## src/rtl/mem_wb.sv

```systemverilog
// Memory-access / write-back stage: takes the execute result pulse, runs a
// load or store over the req/ack data-memory handshake, then retires.
module mem_wb #(
    parameter int ADDR_W  = 64,
    parameter int DATA_W  = 64,
    parameter int TIMEOUT = 255
) (
    input  logic                i_clk,
    input  logic                i_rst_n,
    input  logic                i_ex_valid,
    input  logic [ADDR_W-1:0]   i_addr,
    input  logic [DATA_W-1:0]   i_data,
    input  logic [4:0]          i_rd,
    input  logic [1:0]          i_type,
    output logic                o_dmem_req,
    output logic                o_dmem_we,
    output logic [ADDR_W-4:0]   o_dmem_addr,
    output logic [DATA_W-1:0]   o_dmem_wdata,
    input  logic                i_dmem_ack,
    input  logic [DATA_W-1:0]   i_dmem_rdata,
    output logic                o_wb_en,
    output logic [4:0]          o_wb_rd,
    output logic [DATA_W-1:0]   o_wb_data,
    output logic                o_retire,
    output logic                o_pc_inc,
    output logic                o_busy,
    output logic                o_misalign,
    output logic                o_bus_err,
    output logic                o_overrun
);

    localparam logic [1:0] IDLE = 2'd0;
    localparam logic [1:0] MEM  = 2'd1;
    localparam logic [1:0] DONE = 2'd2;

    localparam logic [1:0] TYPE_LD  = 2'd0;
    localparam logic [1:0] TYPE_SD  = 2'd1;
    localparam logic [1:0] TYPE_BR  = 2'd2;
    localparam logic [1:0] TYPE_ALU = 2'd3;

    // Last MEM cycle count value before the wait is abandoned.
    localparam logic [7:0] TMO_LAST = 8'(TIMEOUT - 1);

    logic [1:0] state_reg;
    logic [4:0] rd_reg;
    logic [7:0] tmo_cnt_reg;

    // Retire/write-back outputs are set on the edge that enters DONE, so the
    // DONE cycle itself only clears them and returns to IDLE.
    always_ff @(posedge i_clk or negedge i_rst_n) begin
        if (!i_rst_n) begin
            state_reg    <= IDLE;
            rd_reg       <= '0;
            tmo_cnt_reg  <= '0;
            o_dmem_req   <= 1'b0;
            o_dmem_we    <= 1'b0;
            o_dmem_addr  <= '0;
            o_dmem_wdata <= '0;
            o_wb_en      <= 1'b0;
            o_wb_rd      <= '0;
            o_wb_data    <= '0;
            o_retire     <= 1'b0;
            o_pc_inc     <= 1'b0;
            o_busy       <= 1'b0;
            o_misalign   <= 1'b0;
            o_bus_err    <= 1'b0;
            o_overrun    <= 1'b0;
        end else begin
            o_wb_en  <= 1'b0;
            o_retire <= 1'b0;
            o_pc_inc <= 1'b0;

            if (i_ex_valid && state_reg != IDLE) begin
                o_overrun <= 1'b1;
            end

            case (state_reg)
                IDLE: begin
                    if (i_ex_valid) begin
                        rd_reg <= i_rd;
                        o_busy <= 1'b1;
                        case (i_type)
                            TYPE_BR: begin
                                state_reg <= DONE;
                                o_retire  <= 1'b1;
                            end
                            TYPE_ALU: begin
                                state_reg <= DONE;
                                o_retire  <= 1'b1;
                                o_pc_inc  <= 1'b1;
                                if (i_rd != 5'd0) begin
                                    o_wb_en   <= 1'b1;
                                    o_wb_rd   <= i_rd;
                                    o_wb_data <= DATA_W'(i_addr);
                                end
                            end
                            default: begin
                                if (i_addr[2:0] != 3'd0) begin
                                    o_misalign <= 1'b1;
                                    state_reg  <= DONE;
                                    o_retire   <= 1'b1;
                                    o_pc_inc   <= 1'b1;
                                end else begin
                                    state_reg    <= MEM;
                                    o_dmem_req   <= 1'b1;
                                    o_dmem_we    <= (i_type == TYPE_SD);
                                    o_dmem_addr  <= i_addr[ADDR_W-1:3];
                                    o_dmem_wdata <= i_data;
                                end
                            end
                        endcase
                    end
                end

                MEM: begin
                    if (i_dmem_ack) begin
                        o_dmem_req  <= 1'b0;
                        tmo_cnt_reg <= '0;
                        state_reg   <= DONE;
                        o_retire    <= 1'b1;
                        o_pc_inc    <= 1'b1;
                        if (!o_dmem_we && rd_reg != 5'd0) begin
                            o_wb_en   <= 1'b1;
                            o_wb_rd   <= rd_reg;
                            o_wb_data <= i_dmem_rdata;
                        end
                    end else if (tmo_cnt_reg == TMO_LAST) begin
                        o_dmem_req  <= 1'b0;
                        o_bus_err   <= 1'b1;
                        tmo_cnt_reg <= '0;
                        state_reg   <= DONE;
                        o_retire    <= 1'b1;
                        o_pc_inc    <= 1'b1;
                    end else begin
                        tmo_cnt_reg <= tmo_cnt_reg + 8'd1;
                    end
                end

                DONE: begin
                    state_reg <= IDLE;
                    o_busy    <= 1'b0;
                end

                default: begin
                    state_reg <= IDLE;
                    o_busy    <= 1'b0;
                end
            endcase
        end
    end

endmodule

```

## config.mk

```make
export PLATFORM = sky130hd
export DESIGN_NAME = mem_wb
export DESIGN_NICKNAME = d
export VERILOG_FILES = /design/src/rtl/mem_wb.sv
export SDC_FILE = /design/constraint.sdc
export NUM_CORES = 1
export LEC_CHECK = 0
export BUFFER_PORTS_ARGS = -buffer_cell sky130_fd_sc_hd__buf_2
export CAP_MARGIN = 20
export CORE_AREA = 2 2 159 161
export DETAILED_ROUTE_END_ITERATION = 7
export DIE_AREA = 0 0 161 163
export GPL_ROUTABILITY_DRIVEN = 0
export PLACE_DENSITY = 0.65
export SLEW_MARGIN = 40
export SYNTH_ARGS = -nofsm -noshare
export SYNTH_HDL_FRONTEND = slang
export SYNTH_SLANG_ARGS = --single-unit
export TNS_END_PERCENT = 50
```

## constraint.sdc

```tcl
create_clock -name i_clk -period 3.8 [get_ports i_clk]
set_input_delay 0.95 -clock i_clk [delete_from_list [all_inputs] [get_ports i_clk]]
set_output_delay 0.95 -clock i_clk [all_outputs]
set_load 0.02 [all_outputs]
```

==> flow_summary.ini, run 1 <==
[routing]
drt-vias-per-instance = 4.644
drc_errors = 0
ant_nets = 0
routedWlPerCell_um = 16.70
via_count = 6929
drt_pass1_iterations = 4
wirelength_mm = 24.91
drt_iter0_drc = 267

[layout]
utilization_pct = 51.00
multiInputGateArea_um2 = 3694
seq_area_um2 = 5455
fin_nets = 1350
syn2layout_area_growth_pct = 32.49
finish.instance_area_um2 = 12580
drive_above_1_share_pct = 46.13
fillers = 2285
antenna_cells = 0
reg_top3 = o_dmem_wdata: 64 flops, o_wb_data: 64 flops, o_dmem_addr: 61 flops

[timing]
slew-limit-headroom_pct = 54.92
tns_ps = 0
final_max_slew_viol_count = 0
post-route-period-util_pct = 60.95
hold_violations = 0
skew_ps = 9.443
fmax_mhz = 431.7
worstMarginPinSlew_ps = 676.1
layout_min_cycle_time_ps = 2316
fin_ws_ps = 1484
rsz0062_at_grt = false
setup_violations = 0

[clock_network]
clk_path_buf_depth = 3
post_cts_resize_count = 0
cts_tree = built
cts.sinks = 218
post_cts_buffers = 0
ctsRootBufferMaster = clkbuf_16
clk_pin_slew_ps = 60
clk_latency_ps = 510
cts_made_buffers = 25
cts_hold_buf = 0
htreeDepth = 1

[worst_setup_path]
startpoint = i_rd[0]
r2r-start = rd_reg[0]$_DFFE_PN0P_
path_delay_family = simple AND/OR/NAND/NOR gates
required_ps = 4190
critPathArrivalTime_ps = 2710
startpoint_type = input pin
cp_slowest_cell = or4_4
path_cells = buf_2 > or4_4 > o2111ai_4 > nand2_4 > buf_4 > mux2_4
crit_fanout = 18
crit_type = in -> reg
crit_buf_inv = 2
crit_path_end_kind = register
critical_path.max_stage_delay_ps = 540

[synthesis]
seq_area_frac_synth_pct = 57.44
synth_cell_types = 31
synthFlopType = dfrtp_1
ys_ff_latch = 218
synth_top_area_share_pct = 57.44
postSynthAreaPerCell_um2 = 12.89
ys_top_cells_by_count = nand2_1 (233), dfrtp_1 (218), mux2_1 (126)
synth.area.top_cells = dfrtp_1 (57%), mux2_1 (15%), mux2_4 (11%)
mappedNetlistNets = 942
yosysMostFrequentCell = nand2_1
yosysWarnings = 0
synth_top_cell_by_area = dfrtp_1
synthArstFlopShare_pct = 100.0
netlist_instances = 737
synth-edff-count = 0
synthesis.area_um2 = 9498

[power]
peakVddDrop_uv = 354.1
seqPwrFrac_pct = 40.9
switchingPower_mw = 2.633
p_per_area_nw_per_um2 = 636.9
p_leak_nw = 6.764
p_comb_share_pct = 29.5
switching_share_pct = 32.85
power.clock.fraction_pct = 29.5
internal_power_mw = 5.382

[global_route]
grt_usage_pct = 18.52
grt_pass1_wl_mm = 38.61
grt_pass1_vias = 7262
grt_overflow_total = 0
grt_max_degree = 83
antenna_found_initial = 0

[die]
fp.dieW_um = 161
design.die.area_um2 = 26240
core.rowCount = 58
top_level_ports = 406
die_y_um = 163
initial_utilization_pct = 38.49
core-area_um2 = 24670

[place]
postPlaceCellArea_um2 = 11770
place_ws_ps = 935.1
dpl.hpwl_mm = 18.02
io_buffers = 405

[worst_hold_path]
worstHoldPathType = in -> async

[job]
cap_violations = 0

[outcome]
status = finished, final reports clean
layout make-up:
class | count | area share (%)
clock buffer | 35 | 5.668
clock inverter | 9 | 0.7756
inverter | 5 | 0.1492
multi-input combinational | 477 | 29.35
sequential | 218 | 43.35
tap | 330 | 3.281
timing repair buffer | 418 | 17.42
stage by stage:
step           instances  hold slack (ps)  power, mW
2_1_floorplan        737            468.5      4.733
3_3_place_gp        1448            433.8      5.647
3_5_place_dp        1448            447.9      5.706
4_1_cts             1492            429.3      8.133
5_1_grt             1492            457.0      8.440
6_report            1492            413.1      8.014
power by group through the flow:
stage          logic, mW  clock network, mW  registers, mW
3_3_place_gp        2.35                  0           3.30
5_1_grt             2.53               2.54           3.37
3_5_place_dp        2.40                  0           3.31
2_1_floorplan      0.727                  0           4.01
4_1_cts             2.40               2.45           3.29
6_report            2.37               2.37           3.28
path summary, 6_finish.rpt:
check / slack (ps) / endpoint / depth (start not counted)
setup / recovery: 1480 / o_wb_data[33]$_DFFE_PN0P_ / 6
hold reg to reg: 450 / o_bus_err$_DFFE_PN0P_ / 1
hold / removal: 410 / o_dmem_addr[0]$_DFFE_PN0P_ / 1
max in group asynchronous: 2560 / o_dmem_wdata[33]$_DFFE_PN0P_ / 2
setup reg to reg: 1600 / o_wb_data[33]$_DFFE_PN0P_ / 5
min in group i_clk: 450 / o_bus_err$_DFFE_PN0P_ / 1
cell usage in the layout (no fill, tap or decap), drive strengths merged:
| cell | count |
|---|---|
| clkinvlp | 1 |
| or3 | 2 |
| nand3 | 1 |
| buf | 418 |
| nor2b | 1 |
| or4 | 2 |
| nand2 | 234 |
| dfrtp | 218 |
| a21o | 1 |
| nand2b | 2 |
| clkbuf | 35 |
| nor3b | 1 |
| a31o | 1 |
| nand4 | 1 |
| ha | 2 |
| nand3b | 1 |
| xnor2 | 5 |
| inv | 5 |
| xor2 | 1 |
| o21a | 1 |
| bufinv | 2 |
| o21ai | 9 |
| nor2 | 12 |
| nor3 | 3 |
| mux2 | 195 |
| clkinv | 6 |
| o2111ai | 2 |
kinds of logic (layout without fill, tap and decap cells):
group                    count (synthesis)  count (layout)  share of synthesized area [%]
buffers and inverters                   42             467                          3.886
AO/OA/AOI/OAI                           14              14                          1.159
multiplexers                           195             195                          25.85
flip-flops                             218             218                          57.44
XOR/XNOR                                 6               6                         0.5533
AND/OR/NAND/NOR                        260             260                          10.85
adder cells (fa/ha/maj)                  2               2                         0.2634
per-layer routing:
metal	vias up	GRT usage (%)	share of wire [%]
met3	44	4.686	7.5
met5	-	0	0
met2	252	32.87	50
met4	0	5.844	2.5
li1	3266	-	-
met1	3367	22.10	40
(Power assumes the default switching activity.)
==> run 2, diff against run 1 <==
Settings changed: ABC_AREA set to 1, CORE_AREA 2 2 159 161 to 2 2 160 162, DIE_AREA 0 0 161 163 to 0 0 162 164, PLACE_DENSITY 0.65 to 0.66.
Clock period 3.8 ns to 1.9 ns, I/O delays scaled along.
==> run 2 against run 1 <==
Sequential power is 94% higher. Register-to-register slack worse by 1400 ps. Critical path depth is 2 higher. Critical endpoint is now tmo_cnt_reg[4]$_DFFE_PN0P_. Total power is 92% higher. First-iteration DRC count is 97% higher. Highest routed layer unchanged. Critical path type is now reg -> reg. Die area is 1.2% higher. Worst setup slack worse by 1300 ps. Clock-buffer cell count stayed put.
==> flow_summary.ini, run 2 <==
[power]
switching_share_pct = 33.96
seqPwrFrac_pct = 41.4
p_per_area_nw_per_um2 = 1217
peakVddDrop_uv = 662.9
power_mw = 15.37
p_comb_share_pct = 27.4
power.clock.fraction_pct = 31.2
switchingPower_mw = 5.219
p_leak_nw = 7.541
internal_power_mw = 10.15

[place]
dpl.hpwl_mm = 20.65
io_buffers = 405
postPlaceCellArea_um2 = 11800

[global_route]
grt_overflow_total = 0
grt_pass1_vias = 8645
grt_pass1_wl_mm = 46.44
grt_max_degree = 89
grt_usage_pct = 21.79
antenna_found_initial = 2

[timing]
fmax_mhz = 579.6
worstMarginPinSlew_ps = 465.9
hold_violations = 0
hold_slack_ps = 152.4
final_max_slew_viol_count = 0
tns_ps = 0
slew-limit-headroom_pct = 68.94
skew_ps = 17.41
setup_violations = 0
layout_min_cycle_time_ps = 1725
post-route-period-util_pct = 90.80
rsz0062_at_grt = false

[synthesis]
synth-edff-count = 0
synth.area.top_cells = dfrtp_1 (58%), nand2_1 (30%), nand3_1 (4.0%)
synth_top_cell_by_area = dfrtp_1
ys_ff_latch = 218
yosysMostFrequentCell = nand2_1
synthFlopType = dfrtp_1
ys_top_cells_by_count = nand2_1 (737), dfrtp_1 (218), nand3_1 (74)
synth_cell_types = 25
postSynthAreaPerCell_um2 = 7.951
synth_top_area_share_pct = 58.39
synthesis.area_um2 = 9343
seq_area_frac_synth_pct = 58.39
mappedNetlistNets = 1380
synthArstFlopShare_pct = 100.0
netlist_instances = 1175
yosysWarnings = 0

[worst_hold_path]
worstHoldPathType = in -> reg

[routing]
ant_nets = 0
drt-vias-per-instance = 4.673
routedWlPerCell_um = 15.44
drt_iter0_drc = 526
drt_pass1_iterations = 5
wirelength_mm = 29.53
via_count = 8934
drc_errors = 0

[clock_network]
cts_made_buffers = 25
clk_pin_slew_ps = 60
cts_tree = built
ctsRootBufferMaster = clkbuf_16
post_cts_buffers = 0
clk_path_buf_depth = 3
cts.sinks = 218
clk_latency_ps = 520
htreeDepth = 1

[layout]
finish.instance_area_um2 = 12630
syn2layout_area_growth_pct = 35.14
fin_nets = 1771
final_cell_mix = nand2_1 (736), buf_2 (404), dfrtp_1 (218)
reg_top3 = o_dmem_wdata: 64 flops, o_wb_data: 64 flops, o_dmem_addr: 61 flops
final_common_cell = nand2_1
drive_above_1_share_pct = 29.94

[worst_setup_path]
crit_path_end_kind = register
critPathArrivalTime_ps = 2120
crit_fanout = 54
required_ps = 2290
startpoint_type = register
crit_type = reg -> reg

[die]
design.die.area_um2 = 26570
top_level_ports = 406
die_y_um = 164
initial_utilization_pct = 37.64
fp.dieW_um = 162
core-area_um2 = 24820
core.rowCount = 58

[job]
cap_violations = 0

[outcome]
status = finished, final reports clean
==> run 2: cell families after synthesis <==
kind of cell	Yosys count	share of synthesized area, %
compound gates	22	1.299
xor+xnor	3	0.2813
fa+ha+maj	2	0.2678
buf+inv	93	4.620
flops	218	58.39
simple gates	837	35.14
==> run 2: path summary, 6_finish.rpt <==
kind	from	to	slack, ps	cells after the start
worst max-delay path	state_reg[1]$_DFFE_PN0P_	tmo_cnt_reg[4]$_DFFE_PN0P_	170	8
worst min-delay path	i_data[47]	o_dmem_wdata[47]$_DFFE_PN0P_	150	3
worst max register to register	state_reg[1]$_DFFE_PN0P_	tmo_cnt_reg[4]$_DFFE_PN0P_	170	8
worst min register to register	o_dmem_addr[0]$_DFFE_PN0P_	o_dmem_addr[0]$_DFFE_PN0P_	460	2
max in group asynchronous	i_rst_n	o_dmem_wdata[51]$_DFFE_PN0P_	820	3
min in group asynchronous	i_rst_n	o_wb_data[49]$_DFFE_PN0P_	440	2
==> run 2: power groups by stage <==
stage | sequential, mW | clock [mW] | combinational (mW)
after global placement | 6.41 | 0 | 4.18
after global routing | 6.50 | 5.11 | 4.62
after detailed placement | 6.41 | 0 | 4.26
final | 6.36 | 4.79 | 4.21
after CTS | 6.36 | 4.92 | 4.26
after floorplan | 7.64 | 0 | 1.15
==> run 2: area by class of cell <==
type,instances,area [um2]
timing repair buffer,428,2362
clock buffer,35,703.2
clock inverter,6,105.1
antenna,2,5.005
multi-input combinational,864,3471
sequential,218,5455
tap,330,412.9
inverter,29,111.4
fill,2471,12190
==> run 2: worst max-delay path, stage by stage (launching register included) <==
cell	delay, ps
dfrtp_1	400
inv_1	110
nand2_2	100
buf_12	210
inv_2	130
buf_12	210
nand2_1	150
inv_1	200
nor2_1	80
==> run 2: per-stage QoR <==
step / util (%) / worst slack [ps] / std cells
2_1_floorplan: - / 460.1 / 1175
3_3_place_gp: 47.56 / 173.0 / 1868
3_5_place_dp: 47.56 / 104.1 / 1868
4_1_cts: 50.85 / 165.5 / 1910
5_1_grt: 50.86 / 31.10 / 1911
6_report: 50.87 / 174.7 / 1912
==> run 2: timing repair <==
item | 4_1_cts | 5_1_grt
resized for setup | 0 | 0
hold endpoints to repair | 33 | 0
hold buffers | 1 | 0
==> run 2: layer usage <==
metal | track usage [%] | wire length (um)
met3 | 5.253 | 2285
met5 | 0 | 0
met4 | 6.879 | 894
met1 | 27.20 | 12000
met2 | 37.47 | 14350
==> run 3, diff against run 2 <==
Settings changed: RECOVER_POWER set to 50.
==> run 3 against run 2 <==
Register-to-register slack hardly changed. Critical path depth stayed put. Non-clock buffer count stayed put. Design area is 1.2% lower. Clock-buffer cell count stayed put. Global-route usage stayed put. Sequential power hardly changed. Die area stayed put. Cell count stayed put. Flip-flop and latch count stayed put. Critical endpoint is now o_wb_data[47]$_DFFE_PN0P_. Largest cell class unchanged.
==> flow_summary.ini, run 3 (same netlist as run 2, synthesis figures left out) <==
[timing]
layout_min_cycle_time_ps = 1733
rsz0062_at_grt = false
final_max_slew_viol_count = 0
post-route-period-util_pct = 91.21
slew-limit-headroom_pct = 28.56
worstMarginPinSlew_ps = 1072
fmax_mhz = 577.0
hold_slack_ps = 153.3
skew_ps = 17.96
tns_ps = 0
hold_violations = 0
setup_violations = 0

[worst_hold_path]
worstHoldPathType = in -> reg

[global_route]
grt_pass1_vias = 8645
grt_overflow_total = 0
antenna_found_initial = 2
grt_usage_pct = 21.79
grt_max_degree = 89
grt_pass1_wl_mm = 46.44

[die]
core-area_um2 = 24820
top_level_ports = 406
design.die.area_um2 = 26570
die_y_um = 164
core.rowCount = 58
fp.dieW_um = 162
initial_utilization_pct = 37.64

[routing]
wl_met3_mm = 2.346
wirelength_mm = 29.50
drt-vias-per-instance = 4.697
drc_errors = 0
wl_met2_mm = 14.38
routed.top_layer = met4
routedWlPerCell_um = 15.43
ant_nets = 0
drt_iter0_drc = 569
via_count = 8980
drt_pass1_iterations = 5
wl_met1_mm = 11.87

[clock_network]
clk_path_buf_depth = 3
cts.sinks = 218
htreeDepth = 1
cts_made_buffers = 25
clk_pin_slew_ps = 60
post_cts_buffers = 0
ctsRootBufferMaster = clkbuf_16
cts_tree = built
clk_latency_ps = 520

[worst_setup_path]
crit_path_end_kind = register
crit_type = reg -> reg
crit_fanout = 70
startpoint_type = register
critPathArrivalTime_ps = 2170
required_ps = 2340

[place]
io_buffers = 405
dpl.hpwl_mm = 20.65

[power]
peakVddDrop_uv = 625.9
power_mw = 15.24
p_per_area_nw_per_um2 = 1222
p_leak_nw = 7.222

[layout]
multiInputGateArea_um2 = 3468
fillers = 2506
fin_nets = 1771
final_cell_mix = nand2_1 (736), buf_2 (316), dfrtp_1 (218)
drive_above_1_share_pct = 24.18
seq_area_um2 = 5455
reg_top3 = o_dmem_wdata: 64 flops, o_wb_data: 64 flops, o_dmem_addr: 61 flops
final_common_cell = nand2_1
syn2layout_area_growth_pct = 33.57

[job]
cap_violations = 0

[outcome]
status = finished, final reports clean
run 3: per-stage QoR:
step / util [%] / cell area [um2] / setup slack, ps / std cells
after global placement: 47.56 / 11800 / 173.0 / 1868
after global routing: 50.27 / 12480 / 31.86 / 1911
final: 50.28 / 12480 / 166.9 / 1912
after CTS: 50.85 / 12620 / 165.5 / 1910
after detailed placement: 47.56 / 11800 / 104.1 / 1868
after floorplan: - / 9343 / 460.1 / 1175
run 3: metal layers:
layer  GRT usage (%)  vias up
li1                -     4384
met1           27.20     4192
met2           37.47      348
met3           5.253       56
met4           6.879        0
met5               0        -
run 3: cell type report:
class | instances | area share, %
Inverter | 29 | 0.8923
Clock inverter | 6 | 0.8422
Tap cell | 330 | 3.309
Multi-Input combinational cell | 864 | 27.79
Timing Repair Buffer | 428 | 17.78
Antenna cell | 2 | 0.04010
Clock buffer | 35 | 5.635
Sequential cell | 218 | 43.71
run 3: final timing paths:
check	start	to	slack, ps	cells past startpoint
max	state_reg[0]$_DFFE_PN0P_	o_wb_data[47]$_DFFE_PN0P_	170	8
min	i_data[47]	o_dmem_wdata[47]$_DFFE_PN0P_	150	3
max reg2reg	state_reg[0]$_DFFE_PN0P_	o_wb_data[47]$_DFFE_PN0P_	170	8
min reg2reg	o_dmem_addr[0]$_DFFE_PN0P_	o_dmem_addr[0]$_DFFE_PN0P_	460	2
max in group asynchronous	i_rst_n	o_wb_data[22]$_DFFE_PN0P_	290	3
min in group asynchronous	i_rst_n	o_wb_data[49]$_DFFE_PN0P_	700	2
run 3: worst max-delay path, stage by stage (launching register included):
cell and delay [ps]:
dfrtp_1 420, nor2_1 190, nand2_2 160, inv_1 150, nand3b_4 110, nand2_2 90, buf_12 260, nand2_1 100
nand2_1 80
run 3: report_power, final:
group          total [mW]  internal, mW  leakage, nW  switching, mW
combinational        4.07          1.32         4.07           2.76
sequential           6.38          5.75         2.75          0.634
clock                4.79          2.95        0.398           1.84
total                15.2          10.0         7.22           5.23
run 3: what timing repair did:
item | 4_1_cts | 5_1_grt
resized for setup | 0 | 0
endpoints found under the hold margin | 33 | 0
hold buffers | 1 | 0
setup endpoints to repair | 0 | 0
